--- config.mk ---
export PLATFORM = sky130hd
export DESIGN_NAME = input_sync_debounce
export DESIGN_NICKNAME = d
export VERILOG_FILES = /design/src/rtl/input_sync_debounce.sv
export SDC_FILE = /design/constraint.sdc
export NUM_CORES = 1
export LEC_CHECK = 0
export BUFFER_PORTS_ARGS = -buffer_cell sky130_fd_sc_hd__buf_4
export CAP_MARGIN = 20
export CELL_PAD_IN_SITES_DETAIL_PLACEMENT = 0
export CELL_PAD_IN_SITES_GLOBAL_PLACEMENT = 1
export CORE_MARGIN = 5
export CORE_UTILIZATION = 45
export DETAILED_ROUTE_END_ITERATION = 10
export GPL_ROUTABILITY_DRIVEN = 0
export PLACE_DENSITY_LB_ADDON = 0.1
export SLEW_MARGIN = 0
export SYNTH_ARGS = -nofsm -noshare
export SYNTH_HDL_FRONTEND = slang
export SYNTH_SLANG_ARGS = --single-unit
--- constraint.sdc ---
create_clock -name clk -period 3 [get_ports clk]
set_input_delay 0.15 -clock clk [delete_from_list [all_inputs] [get_ports clk]]
set_output_delay 0.15 -clock clk [all_outputs]
set_load 0.01 [all_outputs]
--- src/rtl/input_sync_debounce.sv ---
// Purpose: synchronises asynchronous board inputs, optionally debounces them, emits level plus rise/fall pulses, and builds the synced reset.
// Latency: SYNC_STAGES + D edges from a stable input to level/rise/fall; reset asserts at once and releases RST_STAGES edges after rstn_a rises.
// Backpressure: none; outputs are free-running levels and single-cycle pulses.
module input_sync_debounce #(
    parameter int                N_CH            = 8,
    parameter int                SYNC_STAGES     = 2,
    parameter int                RST_STAGES      = 2,
    parameter int                DEBOUNCE_CYCLES = 50000,
    parameter logic [N_CH-1:0]   DB_MASK         = '1,
    parameter int                CNT_W           = $clog2(DEBOUNCE_CYCLES + 1)
) (
    input  logic            clk,
    input  logic            rstn_a,
    input  logic [N_CH-1:0] in_a,
    output logic            reset,
    output logic [N_CH-1:0] level,
    output logic [N_CH-1:0] rise,
    output logic [N_CH-1:0] fall
);

    // Terminal count for debounced channels; bypassed channels act on the first differing sample.
    localparam logic [CNT_W-1:0] DB_LIMIT = CNT_W'(DEBOUNCE_CYCLES - 1);

    logic [RST_STAGES-1:0] rst_sr;
    logic [N_CH-1:0]       sync_q [SYNC_STAGES];
    logic [N_CH-1:0]       s;
    logic [N_CH-1:0]       s_next;
    logic [CNT_W-1:0]      cnt [N_CH];

    // Reset generator: cleared to all ones asynchronously, zeros shift in once rstn_a is released.
    always_ff @(posedge clk or negedge rstn_a) begin
        if (!rstn_a) begin
            rst_sr <= '1;
        end else begin
            rst_sr <= {rst_sr[RST_STAGES-2:0], 1'b0};
        end
    end

    assign reset = rst_sr[RST_STAGES-1];

    // Per-channel synchroniser chains; they keep running during the reset window.
    always_ff @(posedge clk or negedge rstn_a) begin
        if (!rstn_a) begin
            for (int k = 0; k < SYNC_STAGES; k++) begin
                sync_q[k] <= '0;
            end
        end else begin
            sync_q[0] <= in_a;
            for (int k = 1; k < SYNC_STAGES; k++) begin
                sync_q[k] <= sync_q[k-1];
            end
        end
    end

    // s is the synchronised sample; s_next is what s becomes on this edge.
    assign s      = sync_q[SYNC_STAGES-1];
    assign s_next = sync_q[SYNC_STAGES-2];

    // Debounce filter and edge pulses. During the reset window level follows the chain
    // (loaded with the value s takes on the same edge, so level == s when the window closes
    // and the first normal cycle sees no false difference).
    always_ff @(posedge clk or negedge rstn_a) begin
        if (!rstn_a) begin
            level <= '0;
            rise  <= '0;
            fall  <= '0;
            for (int ch = 0; ch < N_CH; ch++) begin
                cnt[ch] <= '0;
            end
        end else begin
            rise <= '0;
            fall <= '0;
            if (reset) begin
                level <= s_next;
                for (int ch = 0; ch < N_CH; ch++) begin
                    cnt[ch] <= '0;
                end
            end else begin
                for (int ch = 0; ch < N_CH; ch++) begin
                    if (s[ch] == level[ch]) begin
                        cnt[ch] <= '0;
                    end else if (!DB_MASK[ch] || (cnt[ch] == DB_LIMIT)) begin
                        level[ch] <= s[ch];
                        cnt[ch]   <= '0;
                        rise[ch]  <= s[ch];
                        fall[ch]  <= ~s[ch];
                    end else begin
                        cnt[ch] <= cnt[ch] + CNT_W'(1);
                    end
                end
            end
        end
    end

endmodule

==> results of run 1 <==
-- cell usage in the layout (no fill, tap or decap), types with 15 or more instances in the layout --
master / n
nor4b_1: 19
xnor2_1: 90
and3_1: 18
xor2_1: 29
buf_4: 35
clkbuf_16: 17
dfrtp_1: 168
mux2_2: 15
nor4_1: 30
nor2_1: 135
nand4_1: 47
inv_1: 16
nand3_1: 38
nand2_1: 33
nor3_1: 27
-- logic make-up after synthesis --
| family | count (synthesis) | synth area share, % |
|---|---|---|
| and+or+nand+nor | 380 | 26.2 |
| DFF | 170 | 55.0 |
| xor gates and xnor gates | 119 | 13.5 |
| buffers and inverters | 29 | 1.42 |
| muxes | 16 | 2.38 |
| adders and majority gates | 8 | 1.29 |
| AOI/OAI and AO/OA | 2 | 0.162 |
| other | 1 | 0.0485 |
-- metrics by stage --
| stage | total power [mW] | hold slack (ns) | utilization (%) | instance area (um^2) | std cells |
|---|---|---|---|---|---|
| after CTS | 4.88 | 0.295 | 52.4 | 8940 | 1012 |
| after global placement | 2.64 | 0.174 | 48.4 | 8260 | 974 |
| final | 4.80 | 0.276 | 52.4 | 8940 | 1012 |
| after detailed placement | 2.65 | 0.179 | 48.4 | 8260 | 974 |
| after floorplan | 2.53 | -0.146 | - | 7730 | 725 |
| after global routing | 5.00 | 0.338 | 52.4 | 8940 | 1012 |
-- cell type report --
| class | count | share of cell area (%) |
|---|---|---|
| clock inverter | 7 | 1.30 |
| multi-input combinational | 526 | 37.7 |
| clock buffer | 22 | 5.31 |
| sequential | 170 | 47.6 |
| inverter | 16 | 0.672 |
| timing repair buffer | 46 | 4.30 |
| tap | 225 | 3.15 |
-- where the power goes --
| part | total [mW] | internal, mW | switching (mW) |
|---|---|---|---|
| Sequential | 2.39 | 2.34 | 0.0558 |
| Clock | 2.19 | 1.36 | 0.830 |
| Combinational | 0.215 | 0.0836 | 0.131 |
-- worst max-delay path: cells and delay by family (launching register included) --
family	cells	cell delay (ns)
mux	2	0.56
flops	1	0.44
simple gates	2	1.13
-- flip-flops by register name, summed over array words and instances, names as in the netlist --
signal,count
rst_sr,2
rise,8
fall,8
cnt,128
level,8
s,8
s_next,8
-- per-layer routing --
metal	GRT usage, %	vias to the layer above	part of all wire [%]
li1	-	2660	-
met1	21.9	2633	49
met2	24.0	57	46
met3	3.36	19	3.1
met4	5.35	0	1.4
met5	0	-	0
-- worst max-delay path by stage --
stage             start       end  cells past startpoint
3_5_place_dp   cnt[116]  level[0]                      4
2_1_floorplan  cnt[116]  level[0]                      4
6_report       cnt[116]  level[0]                      4
4_1_cts        cnt[116]  level[0]                      4
3_3_place_gp   cnt[116]  level[0]                      4
5_1_grt        cnt[116]  cnt[112]                      4
==> out/metrics.csv, run 1 <==
stage,metric,value,unit
placed_design,I/O Buffers,34,
logic_synthesis,leading area contributor after synthesis,dfrtp_1,
critical_path,end of the worst register-to-register path,level[0],
drt,Iteration-0 DRC Markers,242,
timing,Final Hold Violating Endpoints,0,
critical_path,FF-to-FF Start,cnt[116],
logic_synthesis,"Primary FF master, synth",dfrtp_1,
final_layout,Sequential Area,4260,um^2
global_route,first-pass GRT wire length,25500,um
timing,Finish-stage setup viols,0,
clock_tree,CTS Root Cell,clkbuf_16,
logic_synthesis,number of synthesis warnings,0,
timing,Setup WS post-layout,0.755,ns
floorplanning,Die ar.,19900,um^2
global_route,vias in the first global route,5308,
logic_synthesis,Avg Inst Size Synth,10.7,um^2
global_route,total track usage,15.6,%
floorplanning,die width,141,um
logic_synthesis,"EDFF count, synth",0,
critical_path,CP Launch Type,register,
timing,total negative slack,0,ns
final_layout,# fillers,1555,
hold_path,worst hold path type,primary input to async pin,
timing,worst-margin pin slew,0.745,ns
timing,fin. max-slew vios,0,
clock_tree,Clock Pin Slew Worst Setup and Hold Paths,0.06,ns
logic_synthesis,"Async S/R FF share, synth",100,%
logic_synthesis,synth cell count leaders,"dfrtp_1, nor2_1, xnor2_1",
timing,RSZ-0062 raised after global routing,false,
floorplanning,Placement Rows,48,
drt,DRT Pass-1 Iters,4,
pwr,VDD IR max,0.396,mV
clock_tree,post-CTS sizing,0,
critical_path,reg2reg setup slack,0.76,ns
clock_tree,CTS tree,done,
drt,antenna-violating nets left,0,
critical_path,critical path capture point type,register,
pwr,LEAKAGE,3.56,nW
global_route,GR Overflow Total,0,
drt,via count,5369,
critical_path,critical path peak fanout,7,
job,max_cap viols,0,
logic_synthesis,Post-Syn Area,7730,um^2
clock_tree,Post CTS Setup Buffer Count,0,
timing,Tmin final,2.24,ns
critical_path,worst r2r path cells,4,
floorplanning,die height,141,um
critical_path,"Data required, critical path",3.31,ns
critical_path,Crit path largest cell delay,0.59,ns
timing,Max Fclk,446,MHz
floorplanning,CORE AREA,17100,um^2
final_layout,area grow syn2layout,15.6,%
critical_path,critical path's slowest cell,or4_4,
final_layout,multi-input combinational cell area,3370,um^2
clock_tree,clock buffer depth,2,
logic_synthesis,sequential area share after synthesis,55.0,%
global_route,initial antenna violation count,0,
clock_tree,CTS Hold Bufs,9,
logic_synthesis,"count leader, synth",dfrtp_1,
status,run status,completed,
timing,final period utilization,74.8,%
global_route,largest net degree at the start of global routing,82,
timing,final setup skew,0.00697,ns
logic_synthesis,post-synth top area share,54.4,%
critical_path,critical path class,register to register,
placed_design,HPWL after DPL,9740,um
logic_synthesis,synth unique cells,33,
critical_path,CP Cell Sequence,or4b_1 > or4_4 > mux2_4 > mux2_2,
final_layout,layout cell share with drive strength beyond 1,10.8,%
drt,drt drc,0,
logic_synthesis,syn_nets,743,
drt,vias per inst,5.31,
clock_tree,Worst-Skew Late Latency,0.42,ns
final_layout,Ant. Diodes,0,
clock_tree,clk sinks,170,
critical_path,worst endpoint data arrival time,2.55,ns
logic_synthesis,largest cells by area after synthesis,"dfrtp_1, xnor2_1, nor2_1",
placed_design,pre-CTS worst setup slack,0.768,ns
logic_synthesis,Post-Syn Instances,725,
floorplanning,Top Ports,35,
logic_synthesis,synthesized flop and latch total,170,
floorplanning,Initial Util,45.3,%
pwr,PD cells,537,nW/um^2
timing,Slew headroom,50.3,%
final_layout,final net count,795,
clock_tree,Inserted Clock Buffers,17,
clock_tree,H-tree depth,4,
drt,final wirelength,14300,um
drt,drt wl/cell,14.1,um
(Power assumes the default switching activity.)
==> run 2: changes to the inputs <==
- clock period: 3 -> 2.2 ns (I/O delays scaled with it)
==> run 2 against run 1 <==
Against the previous run:
- sequential power is 36% higher
- sequential share of layout area is 0.83 points lower
- maximum frequency is 3.1% higher
- cell area is 1.8% higher
- critical path depth stayed put
- non-clock buffer count is 15 higher
- register-to-register slack worse by 0.73 ns
- final cell count is 1.8% higher
- global-route usage hardly changed
- die area stayed put
- worst setup slack worse by 0.73 ns
- critical endpoint unchanged
==> out/metrics.csv, run 2 (synthesized netlist as in run 1, its figures left out) <==
stage,metric,value,unit,change
final_layout,# fillers,1534,,-1.4%
pwr,LEAKAGE,3.66,nW,+2.6%
timing,final setup skew,0.00911,ns,+0.00214 ns
floorplanning,Die ar.,19900,um^2,unchanged
final_layout,Final Non-Filler Cells,1030,,+1.8%
timing,Max Fclk,459,MHz,+3.1%
global_route,vias in the first global route,5459,,+2.8%
critical_path,worst endpoint data arrival time,2.49,ns,-0.06 ns
status,run status,completed,,
critical_path,"Data required, critical path",2.51,ns,-0.80 ns
placed_design,post-place instance area,8370,um^2,+1.4%
clock_tree,Clock Pin Slew Worst Setup and Hold Paths,0.06,ns,about the same
timing,worst-margin pin slew,0.509,ns,-0.236 ns
global_route,largest net degree at the start of global routing,51,,-38%
clock_tree,Inserted Clock Buffers,17,,unchanged
timing,Tmin final,2.18,ns,-0.0670 ns
global_route,first-pass GRT wire length,25600,um,+0.35%
placed_design,HPWL after DPL,9950,um,+2.1%
drt,via count,5457,,+1.6%
final_layout,layout cell share with drive strength beyond 1,12.4,%,+1.6 points
timing,Setup WS post-layout,0.0223,ns,-0.733 ns
job,max_cap viols,0,,unchanged
critical_path,critical path class,register to register,,
drt,vias per inst,5.30,,-0.14%
floorplanning,Top Ports,35,,unchanged
placed_design,I/O Buffers,34,,unchanged
final_layout,Ant. Diodes,0,,unchanged
floorplanning,Initial Util,45.3,%,unchanged
global_route,initial antenna violation count,0,,unchanged
pwr,PD cells,729,nW/um^2,+36%
final_layout,most flop-heavy register,cnt,,
final_layout,max reg flops,128,,unchanged
global_route,total track usage,15.5,%,-0.040 points
clock_tree,clk sinks,170,,unchanged
timing,Slew headroom,66.0,%,+16 points
final_layout,"most common cell after layout, fill and taps aside",dfrtp_1,,
clock_tree,CTS tree,done,,
drt,DRT Pass-1 Iters,4,,unchanged
clock_tree,post-CTS sizing,0,,unchanged
final_layout,"Design Area, Final",9100,um^2,+1.8%
timing,Final Hold Violating Endpoints,0,,unchanged
clock_tree,clock buffer depth,2,,unchanged
global_route,GR Overflow Total,0,,unchanged
placed_design,# placed instances,986,,+1.2%
drt,drt drc,0,,unchanged
drt,Iteration-0 DRC Markers,262,,+8.3%
timing,Hold Slack,0.176,ns,-0.0998 ns
drt,antenna-violating nets left,0,,unchanged
final_layout,final core occ,53.3,%,+0.92 points
clock_tree,CTS Root Cell,clkbuf_16,,
floorplanning,die height,141,um,unchanged
clock_tree,Worst-Skew Late Latency,0.42,ns,about the same
pwr,VDD IR max,0.570,mV,+44%
timing,Finish-stage setup viols,0,,unchanged
hold_path,worst hold path type,primary input to async pin,,
floorplanning,die width,141,um,unchanged
placed_design,pre-CTS worst setup slack,0.0505,ns,-0.718 ns
critical_path,CP Launch Type,register,,
critical_path,critical path peak fanout,4,,-3
drt,drt wl/cell,14.1,um,-0.13%
final_layout,area grow syn2layout,17.6,%,
pwr,total power,6.63,mW,+38%
drt,final wirelength,14500,um,+1.6%
final_layout,"leading cell types in the layout, fill and taps excluded","dfrtp_1, nor2_1, xnor2_1",,
floorplanning,CORE AREA,17100,um^2,unchanged
critical_path,critical path capture point type,register,,
floorplanning,Placement Rows,48,,unchanged
timing,final period utilization,99.0,%,+24 points
clock_tree,H-tree depth,4,,unchanged
timing,fin. max-slew vios,0,,unchanged
timing,total negative slack,0,ns,unchanged
final_layout,final net count,810,,+1.9%
==> run 2: cell types whose count changed in the layout (fill, tap and decap cells not counted), sizes merged <==
cell and change:
buf +15, inv -1, clkbuf +4
==> run 2: worst paths after layout <==
check / from / to / slack [ns] / cells past startpoint
hold / removal: rstn_a / cnt[26] / 0.18 / 2
setup reg to reg: cnt[122] / level[0] / 0.02 / 4
setup / recovery: cnt[122] / level[0] / 0.02 / 4
min in group clk: in_a[1] / s_next[1] / 0.34 / 2
max in group asynchronous: rstn_a / rst_sr[0] / 1.33 / 3
hold reg to reg: rst_sr[0] / rst_sr[1] / 0.36 / 0
==> run 2: repair_timing <==
action | in CTS | in global routing
hold endpoints to repair | 54 | 0
hold buffers | 9 | 0
setup buffers | 0 | 3
endpoints found under the setup margin | 0 | 1
==> run 2: worst max-delay path, stage by stage, from the launching register on <==
cell     delay (ns)
dfrtp_1        0.39
or4bb_1        0.52
or4_4          0.59
mux2_4         0.31
mux2_2         0.25
==> run 2: routing by layer <==
| metal | share of wire [%] | global-route usage (%) | up-vias |
|---|---|---|---|
| li1 | - | - | 2687 |
| met1 | 49 | 21.6 | 2690 |
| met2 | 46 | 23.9 | 62 |
| met3 | 2.8 | 3.46 | 18 |
| met4 | 1.7 | 5.92 | 0 |
| met5 | 0 | 0 | - |
==> run 2: area by class of cell <==
type	instances	area (um^2)	share of cell area (%)
multi-input cells	526	3370	37.0
repair buffers	61	522	5.74
inverters	16	60.1	0.660
clock inverters	6	111	1.22
well taps	225	282	3.09
clock buffers	26	499	5.49
flip-flops and latches	170	4260	46.8
==> run 2: power by group <==
part           switching [mW]  leakage, nW  internal, mW  total [mW]
Sequential             0.0725         2.31          3.19        3.26
Combinational           0.185         1.06         0.128       0.313
Clock                    1.15        0.295          1.91        3.06
==> run 3: changes to the inputs <==
- ABC_AREA: not set -> 1
==> run 3 against run 2 <==
Against the previous run:
- non-clock buffer count decreased by 14
- first-iteration DRC count grew 52%
- register-to-register slack improved by 0.55 ns
- clock skew barely moved
- critical endpoint is now cnt[38]
- largest power group unchanged
==> out/metrics.csv, run 3 <==
stage,metric,value,unit,change
clock_tree,H-tree depth,4,,unchanged
logic_synthesis,"count leader, synth",nor2_1,,
pwr,combinational power share,5.6,%,+0.9 points
critical_path,worst path bufs/invs,1,,+1
timing,Finish-stage setup viols,0,,unchanged
clock_tree,clock buffer depth,2,,unchanged
final_layout,area grow syn2layout,14.3,%,
final_layout,final net count,1243,,+53%
final_layout,"most common cell after layout, fill and taps aside",nor2_1,,
drt,drt drc,0,,unchanged
timing,Tmin final,1.63,ns,-0.547 ns
final_layout,max reg flops,128,,unchanged
timing,worst-margin pin slew,0.546,ns,+0.0367 ns
pwr,PD cells,660,nW/um^2,-9.5%
clock_tree,post-CTS sizing,0,,unchanged
clock_tree,Inserted Clock Buffers,17,,unchanged
critical_path,Crit path top cell by count,nand2_1,,
floorplanning,Die ar.,22700,um^2,+14%
critical_path,critical path peak fanout,8,,+4
clock_tree,clk sinks,170,,unchanged
logic_synthesis,number of synthesis warnings,0,,unchanged
logic_synthesis,leading area contributor after synthesis,dfrtp_1,,
critical_path,Crit path largest cell delay,0.38,ns,-0.21 ns
critical_path,CP Launch Type,register,,
drt,Iteration-0 DRC Markers,399,,+52%
drt,via count,7142,,+31%
job,max_cap viols,0,,unchanged
floorplanning,Placement Rows,51,,+6.3%
global_route,vias in the first global route,7016,,+29%
logic_synthesis,"EDFF count, synth",0,,unchanged
critical_path,critical path's slowest cell,dfrtp_1,,
status,run status,completed,,
floorplanning,Top Ports,35,,unchanged
global_route,initial antenna violation count,0,,unchanged
logic_synthesis,post-synth top area share,47.3,%,-7.1 points
clock_tree,Clock Pin Slew Worst Setup and Hold Paths,0.07,ns,about the same
logic_synthesis,synth cell count leaders,"nor2_1, nand2_1, dfrtp_1",,
critical_path,critical path capture point type,register,,
floorplanning,die width,151,um,+6.7%
final_layout,Ant. Diodes,0,,unchanged
drt,final wirelength,18900,um,+30%
pwr,internal power,5.13,mW,-1.8%
pwr,VDD IR max,0.511,mV,-10%
pwr,clock share of power,46.2,%,about the same
logic_synthesis,synthesized flop and latch total,170,,unchanged
timing,Slew headroom,63.5,%,-2.5 points
logic_synthesis,"Async S/R FF share, synth",100,%,unchanged
critical_path,worst endpoint data arrival time,1.94,ns,-0.55 ns
drt,vias per inst,4.75,,-10%
drt,DRT Pass-1 Iters,4,,unchanged
global_route,GR Overflow Total,0,,unchanged
final_layout,most flop-heavy register,cnt,,
logic_synthesis,Post-Syn Instances,1168,,+61%
placed_design,HPWL after DPL,13900,um,+39%
clock_tree,Worst-Skew Late Latency,0.43,ns,about the same
drt,antenna-violating nets left,0,,unchanged
timing,final setup skew,0.00899,ns,-0.000121 ns
pwr,sw power,1.57,mW,+12%
timing,total negative slack,0,ns,unchanged
final_layout,"leading cell types in the layout, fill and taps excluded","nor2_1, nand2_1, dfrtp_1",,
global_route,largest net degree at the start of global routing,62,,+22%
floorplanning,die height,151,um,+6.7%
critical_path,worst r2r path cells,8,,+4
logic_synthesis,sequential area share after synthesis,47.9,%,-7.1 points
logic_synthesis,Avg Inst Size Synth,7.61,um^2,-29%
floorplanning,CORE AREA,19500,um^2,+14%
clock_tree,CTS Hold Bufs,9,,unchanged
logic_synthesis,Post-Syn Area,8890,um^2,+15%
logic_synthesis,synth unique cells,33,,unchanged
hold_path,worst hold path type,primary input to async pin,,
clock_tree,CTS Root Cell,clkbuf_16,,
pwr,sw frac,23.5,%,+2.3 points
floorplanning,Initial Util,45.7,%,+0.32 points
critical_path,critical path class,register to register,,
logic_synthesis,syn_nets,1186,,+60%
drt,drt wl/cell,12.6,um,-11%
timing,fin. max-slew vios,0,,unchanged
global_route,first-pass GRT wire length,33300,um,+30%
critical_path,Worst path depth,8,,+4
pwr,LEAKAGE,4.66,nW,+28%
timing,Final Hold Violating Endpoints,0,,unchanged
placed_design,I/O Buffers,34,,unchanged
logic_synthesis,largest cells by area after synthesis,"dfrtp_1, nor2_1, nand2_1",,
critical_path,CP Cell Sequence,ha_1 > nand2_1 > inv_1 > nand2_1 > nor2_1 > nand2_1 > nand2_2 > nor2_1,,
critical_path,CP top delay family,simple AND/OR/NAND/NOR gates,,
timing,Max Fclk,613,MHz,+34%
clock_tree,CTS tree,done,,
final_layout,layout cell share with drive strength beyond 1,9.61,%,-2.8 points
critical_path,"Data required, critical path",2.51,ns,about the same
timing,RSZ-0062 raised after global routing,false,,
logic_synthesis,"Primary FF master, synth",dfrtp_1,,
timing,Hold Slack,0.204,ns,+0.0275 ns
clock_tree,Post CTS Setup Buffer Count,0,,unchanged
timing,final period utilization,74.1,%,-25 points
pwr,Reg power frac,48.2,%,-1.0 points
global_route,total track usage,18.1,%,+2.6 points
-- run 3: worst paths after layout --
path | start | end | slack [ns]
hold reg to reg | rst_sr[0] | rst_sr[1] | 0.35
hold / removal | rstn_a | cnt[107] | 0.20
min in group clk | in_a[2] | s_next[2] | 0.33
max in group asynchronous | rstn_a | rst_sr[0] | 1.30
setup reg to reg | cnt[32] | cnt[38] | 0.57
setup / recovery | cnt[32] | cnt[38] | 0.57
-- run 3: power groups by stage --
stage / Clock (mW) / Sequential (mW) / Combinational, mW
2_1_floorplan: 0 / 3.28 / 0.216
3_3_place_gp: 0 / 3.29 / 0.370
3_5_place_dp: 0 / 3.29 / 0.372
4_1_cts: 3.19 / 3.23 / 0.385
5_1_grt: 3.33 / 3.24 / 0.434
6_report: 3.10 / 3.23 / 0.372
-- run 3: cell type report --
class / instances / area [um^2]
clock buffer: 18 / 439
clock inverter: 14 / 173
fill: 1959 / 9300
inverter: 149 / 559
multi-input combinational: 840 / 3980
sequential: 170 / 4260
tap: 265 / 332
timing repair buffer: 47 / 419
-- run 3: layer usage --
layer / part of all wire [%] / vias up / wire length (um) / GRT usage [%]
li1: - / 3780 / - / -
met1: 52 / 3274 / 9760 / 26.0
met2: 45 / 73 / 8460 / 28.6
met3: 2.6 / 15 / 493 / 3.34
met4: 1.0 / 0 / 191 / 4.44
met5: 0 / - / 0 / 0
-- run 3: cell families after synthesis --
logic type / Yosys count / synth area share (%)
flip-flops: 170 / 47.9
adder cells (fa/ha/maj): 8 / 1.13
buffers and inverters: 158 / 7.29
AO/OA/AOI/OAI: 31 / 2.04
AND/OR/NAND/NOR: 768 / 38.4
XOR/XNOR: 32 / 3.15
other: 1 / 0.0422
-- run 3: metrics by stage --
stage	utilization [%]	setup WS, ns	cell area (um^2)	std cells	power, mW
after global placement	48.6	0.599	9460	1462	3.66
after floorplan	-	0.857	8890	1168	3.50
after detailed placement	48.6	0.601	9460	1462	3.66
final	52.2	0.569	10200	1503	6.70
after CTS	52.2	0.570	10200	1503	6.81
after global routing	52.2	0.422	10200	1503	7.01
